$ cat config.mk
export PLATFORM = sky130hd
export DESIGN_NAME = uart_bus_ctrl
export DESIGN_NICKNAME = d
export VERILOG_FILES = /design/src/rtl/uart_bus_ctrl.sv
export SDC_FILE = /design/constraint.sdc
export NUM_CORES = 1
export LEC_CHECK = 0
export ABC_AREA = 1
export BUFFER_PORTS_ARGS = -buffer_cell sky130_fd_sc_hd__clkbuf_2
export CAP_MARGIN = 40
export CELL_PAD_IN_SITES_DETAIL_PLACEMENT = 0
export CELL_PAD_IN_SITES_GLOBAL_PLACEMENT = 2
export CORE_ASPECT_RATIO = 0.9
export CORE_UTILIZATION = 27
export DETAILED_ROUTE_END_ITERATION = 8
export GPL_TIMING_DRIVEN = 0
export PLACE_DENSITY_LB_ADDON = 0.2
export RECOVER_POWER = 25
export SLEW_MARGIN = 20
export SYNTH_ARGS = -nofsm -noshare
export SYNTH_HDL_FRONTEND = slang
export SYNTH_SLANG_ARGS = --single-unit
$ cat constraint.sdc
create_clock -name clk -period 3 [get_ports clk]
set_clock_uncertainty 0.2 [all_clocks]
set_input_delay 0.45 -clock clk [delete_from_list [all_inputs] [get_ports clk]]
set_output_delay 0.45 -clock clk [all_outputs]
set_load 0.05 [all_outputs]
$ cat src/rtl/uart_bus_ctrl.sv
// rtl/uart_bus_ctrl.sv - memory-mapped UART controller: TX byte queue, TX PHY sequencer, RX capture
//
// Purpose:
//   Sits between the CPU data bus and the UART TX/RX PHYs. CPU writes to TXD are
//   queued and handed to the TX PHY one at a time with a start/busy handshake.
//   Received bytes are latched into RXD with full/overrun status. Bus reads are
//   combinational on bus_addr.
//
// Optional feature (macro UART_IRQ_EN):
//   defined   - CON[1:0] are interrupt enables, irq is a registered request.
//   undefined - irq tied low, CON[1:0] read as 0 and ignore writes.
//
// Ports:
//   clk        in   1   system clock
//   reset      in   1   synchronous active-high reset
//   bus_addr   in   32  CPU byte address
//   bus_wdata  in   32  CPU write data
//   bus_we     in   1   write strobe
//   bus_rd     in   1   read strobe (RXD read clears rx_full at the edge)
//   bus_rdata  out  32  combinational read data, 0 for unmapped addresses
//   tx_start   out  1   one-cycle start pulse to the TX PHY
//   tx_data    out  8   byte for the TX PHY, held after tx_start
//   tx_busy    in   1   TX PHY frame in progress
//   rx_valid   in   1   RX PHY byte strobe
//   rx_data    in   8   received byte
//   irq        out  1   registered interrupt request

module uart_bus_ctrl #(
  parameter int unsigned TXQ_DEPTH = 4,
  parameter logic [31:0] ADDR_TXD  = 32'h4000_0018,
  parameter logic [31:0] ADDR_RXD  = 32'h4000_001C,
  parameter logic [31:0] ADDR_CON  = 32'h4000_0020
) (
  input  logic        clk,
  input  logic        reset,
  input  logic [31:0] bus_addr,
  input  logic [31:0] bus_wdata,
  input  logic        bus_we,
  input  logic        bus_rd,
  output logic [31:0] bus_rdata,
  output logic        tx_start,
  output logic [7:0]  tx_data,
  input  logic        tx_busy,
  input  logic        rx_valid,
  input  logic [7:0]  rx_data,
  output logic        irq
);

  localparam int unsigned PW      = $clog2(TXQ_DEPTH);
  localparam logic [4:0]  DEPTH_C = 5'(TXQ_DEPTH);

  typedef enum logic [1:0] {
    S_IDLE,
    S_WAIT_BUSY,
    S_WAIT_DONE
  } tx_state_e;

  tx_state_e      state_q, state_d;
  logic [7:0]     txq_q [TXQ_DEPTH];
  logic [PW-1:0]  wr_ptr_q, rd_ptr_q;
  logic [4:0]     count_q, count_d;
  logic           tx_start_q, tx_start_d;
  logic [7:0]     tx_data_q, tx_data_d;
  logic [7:0]     rxd_q, rxd_d;
  logic           rx_full_q, rx_full_d;
  logic           rx_ovf_q, rx_ovf_d;
  logic           tx_ovf_q, tx_ovf_d;
  logic           tx_irq_en_q, tx_irq_en_d;
  logic           rx_irq_en_q, rx_irq_en_d;
  logic           irq_q, irq_d;

  logic wr_txd, wr_con, rd_rxd;
  logic tx_full, tx_empty, push, pop;
  logic [31:0] con;
  logic unused_wdata;

  assign unused_wdata = ^bus_wdata[31:8];

  assign wr_txd   = bus_we && (bus_addr == ADDR_TXD);
  assign wr_con   = bus_we && (bus_addr == ADDR_CON);
  assign rd_rxd   = bus_rd && (bus_addr == ADDR_RXD);
  // Fullness uses the registered count, so a same-cycle pop never makes room.
  assign tx_full  = (count_q == DEPTH_C);
  assign tx_empty = (count_q == 5'd0) && (state_q == S_IDLE);
  assign push     = wr_txd && !tx_full;

  // TX sequencer
  always_comb begin
    state_d    = state_q;
    tx_start_d = 1'b0;
    tx_data_d  = tx_data_q;
    pop        = 1'b0;
    case (state_q)
      S_IDLE: begin
        if (count_q != 5'd0) begin
          pop        = 1'b1;
          tx_data_d  = txq_q[rd_ptr_q];
          tx_start_d = 1'b1;
          state_d    = S_WAIT_BUSY;
        end
      end
      S_WAIT_BUSY: if (tx_busy)  state_d = S_WAIT_DONE;
      S_WAIT_DONE: if (!tx_busy) state_d = S_IDLE;
      default:     state_d = S_IDLE;
    endcase
  end

  always_comb begin
    count_d = count_q;
    case ({push, pop})
      2'b10:   count_d = count_q + 5'd1;
      2'b01:   count_d = count_q - 5'd1;
      default: count_d = count_q;
    endcase
  end

  // Status, RX capture and control bits
  always_comb begin
    rxd_d       = rxd_q;
    rx_full_d   = rx_full_q;
    rx_ovf_d    = rx_ovf_q;
    tx_ovf_d    = tx_ovf_q;
    tx_irq_en_d = tx_irq_en_q;
    rx_irq_en_d = rx_irq_en_q;
    irq_d       = 1'b0;

    // W1C first so a same-cycle overflow event still sets the flag.
    if (wr_con && bus_wdata[5]) rx_ovf_d = 1'b0;
    if (wr_con && bus_wdata[6]) tx_ovf_d = 1'b0;
    if (wr_txd && tx_full)      tx_ovf_d = 1'b1;

    // A coinciding RXD read consumes the old byte; the new one keeps rx_full set.
    if (rx_valid) begin
      rxd_d     = rx_data;
      rx_full_d = 1'b1;
      if (rx_full_q && !rd_rxd) rx_ovf_d = 1'b1;
    end else if (rd_rxd) begin
      rx_full_d = 1'b0;
    end

`ifdef UART_IRQ_EN
    if (wr_con) begin
      tx_irq_en_d = bus_wdata[0];
      rx_irq_en_d = bus_wdata[1];
    end
    irq_d = (tx_irq_en_q && tx_empty) || (rx_irq_en_q && rx_full_q);
`else
    tx_irq_en_d = 1'b0;
    rx_irq_en_d = 1'b0;
`endif
  end

  always_ff @(posedge clk) begin
    if (reset) begin
      state_q     <= S_IDLE;
      wr_ptr_q    <= '0;
      rd_ptr_q    <= '0;
      count_q     <= '0;
      tx_start_q  <= 1'b0;
      tx_data_q   <= '0;
      rxd_q       <= '0;
      rx_full_q   <= 1'b0;
      rx_ovf_q    <= 1'b0;
      tx_ovf_q    <= 1'b0;
      tx_irq_en_q <= 1'b0;
      rx_irq_en_q <= 1'b0;
      irq_q       <= 1'b0;
    end else begin
      state_q     <= state_d;
      if (push) wr_ptr_q <= wr_ptr_q + PW'(1);
      if (pop)  rd_ptr_q <= rd_ptr_q + PW'(1);
      count_q     <= count_d;
      tx_start_q  <= tx_start_d;
      tx_data_q   <= tx_data_d;
      rxd_q       <= rxd_d;
      rx_full_q   <= rx_full_d;
      rx_ovf_q    <= rx_ovf_d;
      tx_ovf_q    <= tx_ovf_d;
      tx_irq_en_q <= tx_irq_en_d;
      rx_irq_en_q <= rx_irq_en_d;
      irq_q       <= irq_d;
    end
  end

  // Queue storage needs no reset: count_q gates every read.
  always_ff @(posedge clk) begin
    if (!reset && push) txq_q[wr_ptr_q] <= bus_wdata[7:0];
  end

  always_comb begin
    con       = '0;
    con[0]    = tx_irq_en_q;
    con[1]    = rx_irq_en_q;
    con[2]    = rx_full_q;
    con[3]    = tx_empty;
    con[4]    = tx_full;
    con[5]    = rx_ovf_q;
    con[6]    = tx_ovf_q;
    con[12:8] = count_q;
    bus_rdata = '0;
    if (bus_addr == ADDR_RXD)      bus_rdata = {24'd0, rxd_q};
    else if (bus_addr == ADDR_CON) bus_rdata = con;
  end

  assign tx_start = tx_start_q;
  assign tx_data  = tx_data_q;
  assign irq      = irq_q;

endmodule
==> impl.org, run 1 <==
** Power
- Net switching is 37.96% of the power.
- The internal power of the cells totals around 2000 uW.
- The clock network accounts for between 20% and 30% of the total power.
- Combinational logic is responsible for 36.4% of the overall power.
- Switching component of the power :: approximately 1200 uW
- The analysis attributes to cell leakage a power of 0.001824 uW.
- Power share of the sequential group :: 33.8%
- Power density over cell area :: 783.0 nW/um^2
- IR Drop Worst-Case VDD :: 0.2464 mV
- Tot Pwr :: 3147 uW

** Final layout
- Summing all multi-input logic gate instances after layout gives 1214 um^2.
- Cells with a size suffix above 1 make up roughly a quarter of the layout.
- Number of diodes added for antenna fixing :: 0
- For this run, the post-layout net count is 556.
- Fillers :: approximately 1200
- Excluding fillers, the count of instances in the completed layout stands at 626.
- Compared with the post-synthesis result, the final layout area differs by 29.73%.
- Reg area :: 1582 um^2

** Global routing
- Largest net degree at the start of global routing :: 12
- Global routing used 13.82% of the available tracks.
- Congestion Overflow GR :: 0
- Initial antenna violation count :: 0
- The first global-routing pass estimated 12290 um of wire.
- Vias in the first global route :: 2427

** Timing
- Measured against its own limit, the worst slew margin works out to 60.74%.
- Setup repair after global routing left no endpoint under its margin.
- Fin crit share :: between 90% and 100%
- Timing would allow up to 0.3666 GHz.
- Pins over their slew limit :: 0
- For the finished layout, the period the worst path requires is between 2 and 3 ns.
- Least-Margin Pin Slew :: 0.5888 ns
- The total count of hold-check failures in the final report was 0.
- Setup violations remaining at the end of the flow were counted as 0.
- Final total negative setup slack :: 0 ns
- Final hold analysis gives a worst-case slack of approximately 0.14 ns.

** Logic synthesis
- Main flop type after synthesis :: sky130_fd_sc_hd__edfxtp_1
- The number of different library cells used by synthesis comes to 33.
- Post-synthesis cell type with the largest combined area :: sky130_fd_sc_hd__edfxtp_1
- Async S/R FF share, synth :: 0%
- Mux share of post-synthesis cell area :: 0%
- Post-synthesis share of cell area spent on and, or, nand and nor gates :: 21.00%
- Counting flops and latches in the post-synthesis netlist gives 63.
- After technology mapping, the gate count stands at 361.
- After synthesis, the largest family of logic cells by area is simple AND/OR/NAND/NOR gates.
- Sequential area share after synthesis :: between 50% and 60%
- Among all cell types in the netlist, the one instantiated most often is sky130_fd_sc_hd__nor2_1.
- In this run, synthesis inferred 32 flip-flops with an integrated enable.
- Most frequent cells after synthesis :: 79 x sky130_fd_sc_hd__nor2_1, 38 x sky130_fd_sc_hd__inv_1, 36 x sky130_fd_sc_hd__o21ai_0
- Dividing the synthesized area by the synthesized cell count gives between 8 and 9 um^2.
- Count of warnings emitted by yosys :: 0
- Summed over its instances, the top area cell type makes up 31.02% of the synthesized netlist area.
- Summing the areas of all compound-gate instances in the mapped netlist gives 10.74% of the synthesized area.
- Summing the areas of all fa, ha and maj instances in the mapped netlist gives 3.877% of the synthesized area.
- In this run the cell area of the synthesized design comes to a little over 3000 um^2.
- By area the synthesized netlist is led by sky130_fd_sc_hd__edfxtp_1 31%, sky130_fd_sc_hd__dfxtp_1 20%, sky130_fd_sc_hd__nor2_1 9.6%.
- Of the total synthesized cell area, the portion taken by XOR and XNOR cells is 1.131%.

** Detailed routing
- In the final routed layout, each cell accounts on average for 12.21 um.
- Dividing the detail-routed via count by the number of cells gives between 4 and 5.
- The first routing iteration left 108 violations.
- The final layout contains routed wiring with a total length of 7641 um.
- TritonRoute pass-1 iters :: 4
- Antenna-violating nets left :: 0
- Number of remaining DRC errors :: 0
- The detailed router placed around 2600 vias in this run.

** Die
- Measured along the y axis, the die boundary spans 103.6 um.
- After floorplanning, the core was sized to cover 10990 um^2.
- Standard-cell rows :: 36
- The floorplan step set the die width to 114.9 um.
- Die area :: 11910 um^2
- Pin placement for this block handled 120 I/O pins.
- Once the floorplan was initialized, standard cells occupied 28.19% of the core.

** Worst setup path
- Along the worst path, the maximum fanout reaches 10.
- Required arrival time at the worst endpoint :: 3.01 ns
- The startpoint identified for the worst register-to-register timing path is state_q[0]$_SDFFE_PP0P_.
- Kind of launch point of the worst setup path :: flip-flop
- Worst setup path startpoint :: state_q[0]$_SDFFE_PP0P_
- STA classifies the critical path endpoint as a flip-flop.
- Critical setup path kind :: reg -> reg
- CP Data Arrival Time :: roughly 2.7 ns

** Clocking
- Clock-pin slew was measured on the worst setup and hold paths at 0.05 ns.
- Clock latency on the worst-skew pair, taken at its later pin, is 0.33 ns.
- Number of sinks driven by the clock tree :: 63
- Number of buffers on the longest clock path :: 2
- TritonCTS clock tree :: yes
- Hold repair after CTS inserted 0 buffers.
- Clock buffers created by TritonCTS :: 9
- Number of buffers added for setup after CTS :: 0
- In this run the clock root is driven by a sky130_fd_sc_hd__clkbuf_16.
- The H-tree was split into 3 levels.
- Post-CTS Resized :: 0

** Placement
- Instance count after placement with tap cells included :: 608
- In this run the tool buffered the top-level ports with 74 buffer cells.
- The HPWL after detailed placement is roughly 5600 um.
- Gpl congestion :: 0.7394

** Job
- Number of violations of the max-capacitance limit :: 0

** Status
- The run finished with clean final reports.

** Min path
- HP Class :: in -> reg
- Launch point of the worst hold path :: rx_data[2]
worst max-delay path: stages, from the launching register on:
cell	delay [ns]
sky130_fd_sc_hd__dfxtp_1	0.31
sky130_fd_sc_hd__nor2_1	0.26
sky130_fd_sc_hd__nand2_2	0.14
sky130_fd_sc_hd__inv_2	0.18
sky130_fd_sc_hd__buf_6	0.19
sky130_fd_sc_hd__ha_1	0.28
sky130_fd_sc_hd__inv_1	0.08
sky130_fd_sc_hd__fa_1	0.41
sky130_fd_sc_hd__o21ai_0	0.19
sky130_fd_sc_hd__a21oi_1	0.10
sky130_fd_sc_hd__xor2_1	0.15
sky130_fd_sc_hd__nand2_1	0.06
sky130_fd_sc_hd__a21oi_1	0.05
power by group through the flow:
| stage | sequential (uW) | clock, uW | combinational [uW] |
|---|---|---|---|
| floorplan | 1230 | 0 | 703 |
| global placement | 1080 | 0 | 1140 |
| detailed placement | 1080 | 0 | 1150 |
| CTS | 1060 | 959 | 1160 |
| global route | 1080 | 998 | 1270 |
| finish | 1060 | 937 | 1150 |
path summary, 6_finish.rpt:
path                             end  slack (ns)  depth (start not counted)
min            rxd_q[2]$_SDFFE_PP0P_        0.14                          3
max reg2reg  count_q[4]$_SDFFE_PP0P_        0.27                         12
max          count_q[4]$_SDFFE_PP0P_        0.27                         12
min reg2reg  state_q[1]$_SDFFE_PP0P_        0.24                          1
state kept, by name, summed over array words and instances, names as in the netlist:
name       count
tx_start       1
tx_data        8
rx_ovf_q       1
tx_ovf_q       1
txq_q         32
rd_ptr_q       2
state_q        2
count_q        5
wr_ptr_q       2
rxd_q          8
rx_full_q      1
cells by family after synthesis:
| family | after synthesis |
|---|---|
| fa+ha+maj | 9 |
| buf+inv | 73 |
| xor+xnor | 4 |
| flops | 63 |
| other cells | 1 |
| compound gates | 63 |
| simple gates | 148 |
cell type report:
type	count	share of cell area, %
Multi-Input combinational cell	244	30.20
Timing Repair Buffer	78	9.714
Tap cell	152	4.732
Sequential cell	63	39.35
Clock inverter	4	0.5604
Buffer	30	5.262
Clock buffer	12	6.133
Inverter	43	4.047
metal layers:
layer	track usage, %	share of wire, %
met5	0	0
met4	5.288	1.5
met3	5.032	7.5
met2	20.09	43
met1	18.52	48
cells in the final DEF, fill, tap and decap left out, drive strengths merged:
| cell type | n |
|---|---|
| a31oi | 8 |
| a21oi | 16 |
| buf | 32 |
| nand3b | 3 |
| clkinvlp | 2 |
| nand2 | 35 |
| xnor2 | 2 |
| conb | 20 |
| o21ai | 38 |
| dfxtp | 31 |
| nor2 | 82 |
| clkinv | 4 |
| inv | 41 |
| clkbuf | 88 |
| nor3 | 6 |
| nand4 | 3 |
| xor2 | 2 |
| ha | 8 |
| nand3 | 18 |
| o31ai | 1 |
| fa | 1 |
| or3b | 1 |
| edfxtp | 32 |
per-stage QoR:
stage          instance area (um^2)  setup WS, ns  utilization [%]
2_1_floorplan                  3169        0.2457                -
3_3_place_gp                   3730        0.1079            33.94
3_5_place_dp                   3745        0.1132            34.07
4_1_cts                        4014        0.2504            36.52
5_1_grt                        4019       0.06135            36.57
6_report                       4019        0.2723            36.57
Note: power is estimated with default switching activity, not from simulation.
==> run 2, diff against run 1 <==
--- a/config.mk
+++ b/config.mk
@@ -15,7 +15,7 @@
 export DETAILED_ROUTE_END_ITERATION = 8
 export GPL_TIMING_DRIVEN = 0
 export PLACE_DENSITY_LB_ADDON = 0.2
-export RECOVER_POWER = 25
+export RECOVER_POWER = 50
 export SLEW_MARGIN = 20
 export SYNTH_ARGS = -nofsm -noshare
 export SYNTH_HDL_FRONTEND = slang
==> run 2 against run 1 <==
Effect of this change:
- cell count unchanged
- flip-flop and latch count unchanged
- maximum frequency increased by 0.14%
- design area decreased by 0.72%
- non-clock buffer count unchanged
- worst setup slack improved by 0.0039 ns
- critical path depth unchanged
- via count increased by 0.47%
- wire length increased by 0.60%
- clock-buffer cell count unchanged
- utilization decreased by 0.26 points
- critical path type unchanged
- largest cell class unchanged
==> impl.org, run 2 (same netlist as run 1, synthesis figures left out) <==
** Min path
- HP Class :: in -> reg

** Timing
- Setup repair after global routing left no endpoint under its margin.
- At the pin with the least slew margin, the transition time is 0.6199 ns.
- Smallest hold slack :: 0.1412 ns
- Total count of hold-check failures in the final report :: 0
- The routed design could run at a clock period as short as 2.724 ns.
- Final setup viols :: 0
- Of the available clock period, the critical path in the final layout requires approximately nine tenths.
- The max-slew violation count is 0.
- Max Clk Rate :: around 0.37 GHz
- Worst rel slew slack :: 58.85%
- Final total negative setup slack :: 0 ns

** Worst setup path
- The most numerous cell type found on the critical path is sky130_fd_sc_hd__a21oi_1.
- The critical path contains buffers and inverters numbering 3 combined.
- Required arrival time at the worst endpoint :: 3.01 ns
- STA classifies the critical path startpoint as a flip-flop.
- The largest individual stage delay along the critical path comes from the cell sky130_fd_sc_hd__fa_1.
- The worst setup path is captured at a flip-flop.
- In this run the critical register-to-register path is launched from state_q[0]$_SDFFE_PP0P_.
- Top cell family by delay on the critical path :: adder cells
- Worst setup path startpoint :: state_q[0]$_SDFFE_PP0P_
- Of all nets on the critical path, the largest fanout is 10.
- Worst reg-to-reg path cell count :: 12
- The worst register-to-register path has a setup slack of 0.28 ns.
- Depth of the critical timing path with buffers and inverters included :: 12
- Peak per-stage delay on the critical path :: 0.41 ns
- The critical path is of the reg -> reg type.
- Traced cell by cell, the critical path runs through nor2_1, nand2_2, inv_2, buf_6, ha_1, inv_1, fa_1, o21ai_0, a21oi_1, xor2_1, nand2_1, a21oi_1.
- The endpoint identified for the worst register-to-register timing path is count_q[4]$_SDFFE_PP0P_.
- Critical path capture point :: count_q[4]$_SDFFE_PP0P_
- Data arrives at the worst endpoint at 2.73 ns.

** Global routing
- Largest net degree at the start of global routing :: 12
- Initial antenna violation count :: 0
- The via count of the first global-routing pass is 2427.
- The first global-routing pass estimated 12290 um of wire.
- Global Route Usage Sum :: 13.82%
- Congestion Overflow GR :: 0

** Detailed routing
- Vias after detailed routing :: 2570
- In the routed layout, each cell is associated on average with a via count of 4.105.
- TritonRoute pass-1 iters :: 4
- Detailed-route wire length per cell :: 12.28 um
- After detailed routing, the number of remaining DRC violations is 0.
- Drt first-iter violations :: 104
- The routed design has 7687 um of wire.
- Antenna-violating nets left :: 0

** Clocking
- Clock buffers created by TritonCTS :: 9
- Post-CTS Resized :: 0
- Hold-fix buffer count after cts :: 0
- Clock tree synthesis selected as its root buffer the cell sky130_fd_sc_hd__clkbuf_16.
- Clock insertion delay at the later pin of the skew report :: about 0.33 ns
- Clock-pin slew was measured on the worst setup and hold paths at 0.05 ns.
- CTS built an H-tree with a depth of 3.
- Number of buffers added for setup after CTS :: 0
- TritonCTS clock tree :: yes
- For this design, the sink count on the clock tree is 63.
- The longest clock path from root to sink contains 2 buffers.

** Die
- Horizontal die dimension :: 114.9 um
- Total core area :: 10990 um^2
- Initial core utilization :: 28.19%
- 120 I/O pins were placed.
- Standard-cell rows :: 36
- Die area :: 11910 um^2
- Die boundary height :: 103.6 um

** Power
- The analysis attributes to cell leakage a power of 0.001782 uW.
- Power density over cell area :: 783.9 nW/um^2
- IR Drop Worst-Case VDD :: 0.2456 mV

** Placement
- Including well taps, the total number of placed cells is approximately 600.
- During placement, the flow inserted port buffers numbering 74.
- DPL Wire Length :: 5577 um
- At the end of routability-driven placement, the weighted congestion stood at 0.7394.
- Area after DPL :: ~3700 um^2

** Final layout
- The repair_antennas step left the layout with diodes totalling 0.
- The register with the most flip-flops in the layout has 32 of them.
- Final nets :: 556
- Leaving out fill and tap cells, the most frequent cells in the layout are 80 x sky130_fd_sc_hd__nor2_1, 55 x sky130_fd_sc_hd__clkbuf_2, 39 x sky130_fd_sc_hd__inv_1.
- Most frequent standard cell in the layout excluding fill and tap cells :: sky130_fd_sc_hd__nor2_1
- Fraction of final layout cells with drive strength greater than 1 :: 22.57%
- Cell area after layout :: around 4000 um^2
- txq_q holds more flip-flops than any other register.
- The finished layout holds 626 standard cells, fillers aside.
- After filler insertion, the fill cell instance count of the layout stands at 1193.
- The area growth from synthesis to layout is 28.80%.

** Status
- Outcome :: finished clean

** Job
- Number of violations of the max-capacitance limit :: 0
[run 2: cell count changes in the layout (fill, tap and decap cells not counted), sizes merged]
| cell | before | now |
|---|---|---|
| buf | 32 | 29 |
| clkbuf | 88 | 91 |
[run 2: how the worst min path moves through the flow]
stage / startpoint / end / slack (ns) / cells after the start
detailed placement: state_q[0]$_SDFFE_PP0P_ / state_q[1]$_SDFFE_PP0P_ / 0.23 / 1
global route: rx_data[2] / rxd_q[2]$_SDFFE_PP0P_ / 0.15 / 3
finish: rx_data[2] / rxd_q[2]$_SDFFE_PP0P_ / 0.14 / 3
CTS: rx_data[2] / rxd_q[2]$_SDFFE_PP0P_ / 0.14 / 3
global placement: state_q[0]$_SDFFE_PP0P_ / state_q[1]$_SDFFE_PP0P_ / 0.23 / 1
floorplan: state_q[0]$_SDFFE_PP0P_ / state_q[1]$_SDFFE_PP0P_ / 0.22 / 1
[run 2: worst register-to-register path: cells and delay by family, from the launching register on]
| family | cells | cell delay, ns |
|---|---|---|
| buffers and inverters | 3 | 0.45 |
| DFF | 1 | 0.31 |
| xor gates and xnor gates | 1 | 0.15 |
| and+or+nand+nor | 3 | 0.46 |
| AOI/OAI and AO/OA | 3 | 0.34 |
| adders and majority gates | 2 | 0.69 |
[run 2: area by class of cell]
| cell class | instances | area (um^2) | share of cell area, % |
|---|---|---|---|
| Multi-Input combinational cell | 244 | 1201 | 30.10 |
| Sequential cell | 63 | 1582 | 39.64 |
| Clock inverter | 4 | 22.52 | 0.5644 |
| Timing Repair Buffer | 78 | 376.6 | 9.439 |
| Clock buffer | 12 | 246.5 | 6.177 |
| Buffer | 30 | 209.0 | 5.237 |
| Tap cell | 152 | 190.2 | 4.766 |
| Inverter | 43 | 162.7 | 4.077 |
[run 2: where the power goes]
group          internal, uW  total (uW)  switching (uW)
sequential             1010        1060            53.1
combinational           350        1130             777
clock                   575         936             361
[run 2: per-layer routing]
metal	routed length (um)	up-vias	track usage (%)
met4	123	0	5.288
met5	0	-	0
met1	3732	1121	18.52
met3	574	12	5.032
met2	3258	79	20.09
li1	-	1358	-
[run 2: through the flow]
| step | setup WS, ns | utilization, % | total power, uW |
|---|---|---|---|
| finish | 0.2762 | 36.30 | 3128 |
| global route | 0.03311 | 36.30 | 3322 |
| CTS | 0.2504 | 36.52 | 3179 |
| detailed placement | 0.1132 | 34.07 | 2234 |
| global placement | 0.1079 | 33.94 | 2221 |
| floorplan | 0.2457 | - | 1937 |
==> run 3, diff against run 2 <==
--- a/config.mk
+++ b/config.mk
@@ -11,6 +11,7 @@
 export CELL_PAD_IN_SITES_DETAIL_PLACEMENT = 0
 export CELL_PAD_IN_SITES_GLOBAL_PLACEMENT = 2
 export CORE_ASPECT_RATIO = 0.9
+export CORE_MARGIN = 10
 export CORE_UTILIZATION = 27
 export DETAILED_ROUTE_END_ITERATION = 8
 export GPL_TIMING_DRIVEN = 0
==> run 3 against run 2 <==
Effect of this change:
- sequential share of layout area down 0.62 points
- wire length up 8.7%
- global-route usage down 3.5 points
- critical endpoint is now bus_rdata[4]
- design area up 1.6%
- worst setup slack better by 0.0044 ns
- register-to-register slack about the same
- first-iteration DRC count up 51%
- clock-buffer cell count down 2
==> impl.org, run 3 (same netlist as run 1, synthesis figures left out) <==
** Status
- Outcome :: finished clean

** Placement
- Worst slack at placement :: slightly below 0.1 ns
- Gpl congestion :: roughly 0.73
- The placed instances occupy a cell area of 3757 um^2.
- Input and output buffers added on the ports amount to 74.
- DPL Wire Length :: between 6000 and 7000 um

** Clocking
- For the worst-skew pair, the clock arrives at the later sink with an insertion delay of 0.33 ns.
- TritonCTS built the clock tree.
- Clock transition at the registers of the reported paths :: 0.05 ns
- Clock tree synthesis inserted a total of 9 buffers.
- Number of sinks driven by the clock tree :: 63
- Number of buffers on the longest clock path :: 2
- The number of setup buffers added after CTS is 0.
- Clock tree synthesis selected as its root buffer the cell sky130_fd_sc_hd__clkbuf_16.
- CTS H-tree lvls :: 3

** Timing
- The worst path needs 2.719 ns of the cycle, external delays included.
- RSZ-0062 raised after global routing :: false
- At the pin with the least slew margin, the transition time is 0.6133 ns.
- Timing would allow up to 0.3677 GHz.
- Headroom to the max-slew limit came out at around 59%.
- Worst Setup Slack, final :: 0.2806 ns
- Setup violations remaining at the end of the flow were counted as 0.
- The total count of hold-check failures in the final report was 0.
- The final critical path takes up 90.65% of the cycle.
- Setup total negative slack on the finished layout was measured at 0 ns.
- Pins over their slew limit :: 0

** Power
- Switching power share of the total :: 36.70%
- Switching component of the power :: ~1200 uW
- P_leak :: about 0.0018 uW
- Of the total power, registers draw 32.0%.
- Power density over cell area :: 820.3 nW/um^2
- IR Drop Worst-Case VDD :: roughly 0.26 mV
- Per report_power, the combinational group accounts for between 30% and 40% of the total.
- The internal power of the cells totals 2105 uW.
- In this run, the clock network consumes 33.7% of the power.

** Worst setup path
- Buffers & Inverters on Critical Path :: 3
- Peak per-stage delay on the critical path :: 0.42 ns
- The worst register-to-register path ends at count_q[4]$_SDFFE_PP0P_.
- Critical path fanouts, max :: 7
- CP Capture Type :: output port
- Most Frequent Cell on Critical Path :: sky130_fd_sc_hd__nor2_1
- Across all register-to-register paths, the minimum setup slack is 0.29 ns.
- Required arrival time at the worst endpoint :: 2.35 ns
- Data arrives at the worst endpoint at 2.07 ns.
- The signal on the critical path passes through clkbuf_1, nor2_1, nand2_1, nor2_1, nand2_1, nor2_1, inv_2, o31ai_2, clkbuf_2.
- Critical setup path kind :: in -> out
- The startpoint identified for the worst register-to-register timing path is count_q[4]$_SDFFE_PP0P_.
- Top cell family by delay on the critical path :: simple AND/OR/NAND/NOR gates
- Slowest cell on crit path :: sky130_fd_sc_hd__nor2_1
- Worst reg-to-reg path cell count :: 13
- Kind of launch point of the worst setup path :: primary input

** Min path
- For hold timing, the worst endpoint is rxd_q[5]$_SDFFE_PP0P_.
- Launch point of the worst hold path :: rx_data[5]
- HP Class :: in -> reg
- Worst hold path depth :: 3

** Global routing
- Largest net degree at the start of global routing :: 13
- The initial antenna violation count came to 0.
- The via count of the first global-routing pass is between 2000 and 3000.
- After global routing the overflow that remains totals 0.
- Wire length of the first global-routing pass :: about 13000 um
- For this run, the total global-route usage over all layers was measured as 10.29%.

** Job
- Number of violations of the max-capacitance limit :: 0

** Final layout
- 0 antenna diodes ended up in the layout.
- Final nets :: 556
- Flip-flop count of the largest register after layout :: 32
- P&R area growth vs syn :: 30.86%
- Most frequent cells in the layout :: 80 x sky130_fd_sc_hd__nor2_1, 56 x sky130_fd_sc_hd__clkbuf_2, 39 x sky130_fd_sc_hd__inv_1
- Of the cells placed in the final design, the portion with a size suffix greater than 1 is between 20% and 30%.
- Leaving out fill and tap cells, the most frequent cell in the layout is sky130_fd_sc_hd__nor2_1.
- Cell area after layout :: 4054 um^2
- More flip-flops sit in one register than any other, and that register is txq_q.

** Detailed routing
- After the first detailed-routing iteration, the DRC count stood at around 160.
- Vias after detailed routing :: 2555
- Number of remaining DRC errors :: 0
- Before antenna repair, the detailed router went through 4 iterations.
- Once detail routing completed, the nets flagged for antenna violations numbered 0.
- Using the TritonRoute via totals, the vias-per-cell ratio works out to approximately 4.
- Wires add up to 8355 um.
- In the final routed layout, each cell accounts on average for between 10 and 15 um.

** Die
- The die is 121.6 um tall.
- The initial utilization of the core area, before any placement, comes to 27.31%.
- Horizontal die dimension :: 132.9 um
- Pin placement for this block handled 120 I/O pins.
- The initialized floorplan defines 37 standard-cell rows.
- Die area :: 16160 um^2
- In this run the standard cell core region covers 11340 um^2.
[run 3: cell types whose count changed in the layout (fill, tap and decap cells not counted), sizes merged]
cell / previous run / this run
buf: 29 / 30
bufinv: 0 / 2
clkbuf: 91 / 88
clkinvlp: 2 / 1
inv: 41 / 42
[run 3: repair_timing]
item | 4_1_cts | 5_1_grt
endpoints found under the setup margin | 0 | 1
resized for setup | 0 | 1
hold buffers | 0 | 0
[run 3: area by class of cell]
class	instances	area, um^2
Timing Repair Buffer	78	377.9
Buffer	30	210.2
Inverter	43	162.7
Multi-Input combinational cell	244	1204
Clock buffer	10	229.0
Fill cell	1213	7288
Tap cell	156	195.2
Sequential cell	63	1582
Clock inverter	6	93.84
[run 3: metal layers]
metal / track usage, % / share of wire [%] / vias to the layer above / routed length, um
met5: 0 / 0 / - / 0
met4: 3.709 / 1.2 / 0 / 104
met3: 4.033 / 7.0 / 9 / 585
met2: 15.42 / 42 / 69 / 3539
met1: 13.20 / 49 / 1118 / 4125
li1: - / - / 1359 / -
[run 3: power groups by stage]
| stage | clock (uW) | combinational [uW] | sequential (uW) |
|---|---|---|---|
| after floorplan | 0 | 703 | 1230 |
| after global placement | 0 | 1140 | 1080 |
| after detailed placement | 0 | 1160 | 1080 |
| after CTS | 1150 | 1160 | 1070 |
| after global routing | 1190 | 1290 | 1080 |
| final | 1120 | 1140 | 1060 |
[run 3: how the worst max path moves through the flow]
stage | from | depth (start not counted) | end
after floorplan | bus_addr[1] | 7 | bus_rdata[10]
after detailed placement | bus_addr[30] | 16 | count_q[4]$_SDFFE_PP0P_
after global routing | count_q[4]$_SDFFE_PP0P_ | 13 | count_q[4]$_SDFFE_PP0P_
after CTS | count_q[4]$_SDFFE_PP0P_ | 13 | count_q[4]$_SDFFE_PP0P_
final | bus_addr[1] | 9 | bus_rdata[4]
after global placement | bus_addr[30] | 16 | count_q[4]$_SDFFE_PP0P_
[run 3: per-stage QoR]
stage | hold WS [ns] | util (%) | power [uW] | instances
floorplan | 0.2189 | - | 1937 | 380
global placement | 0.2262 | 32.93 | 2226 | 610
detailed placement | 0.2435 | 33.13 | 2239 | 613
CTS | 0.1343 | 35.97 | 3373 | 629
global route | 0.1535 | 35.74 | 3559 | 630
finish | 0.1490 | 35.74 | 3325 | 630
[run 3: tightest hold or removal path, delay by kind of cell]
kind                   cells  cell delay (ns)
and+or+nand+nor            2             0.11
buffers and inverters      1             0.07
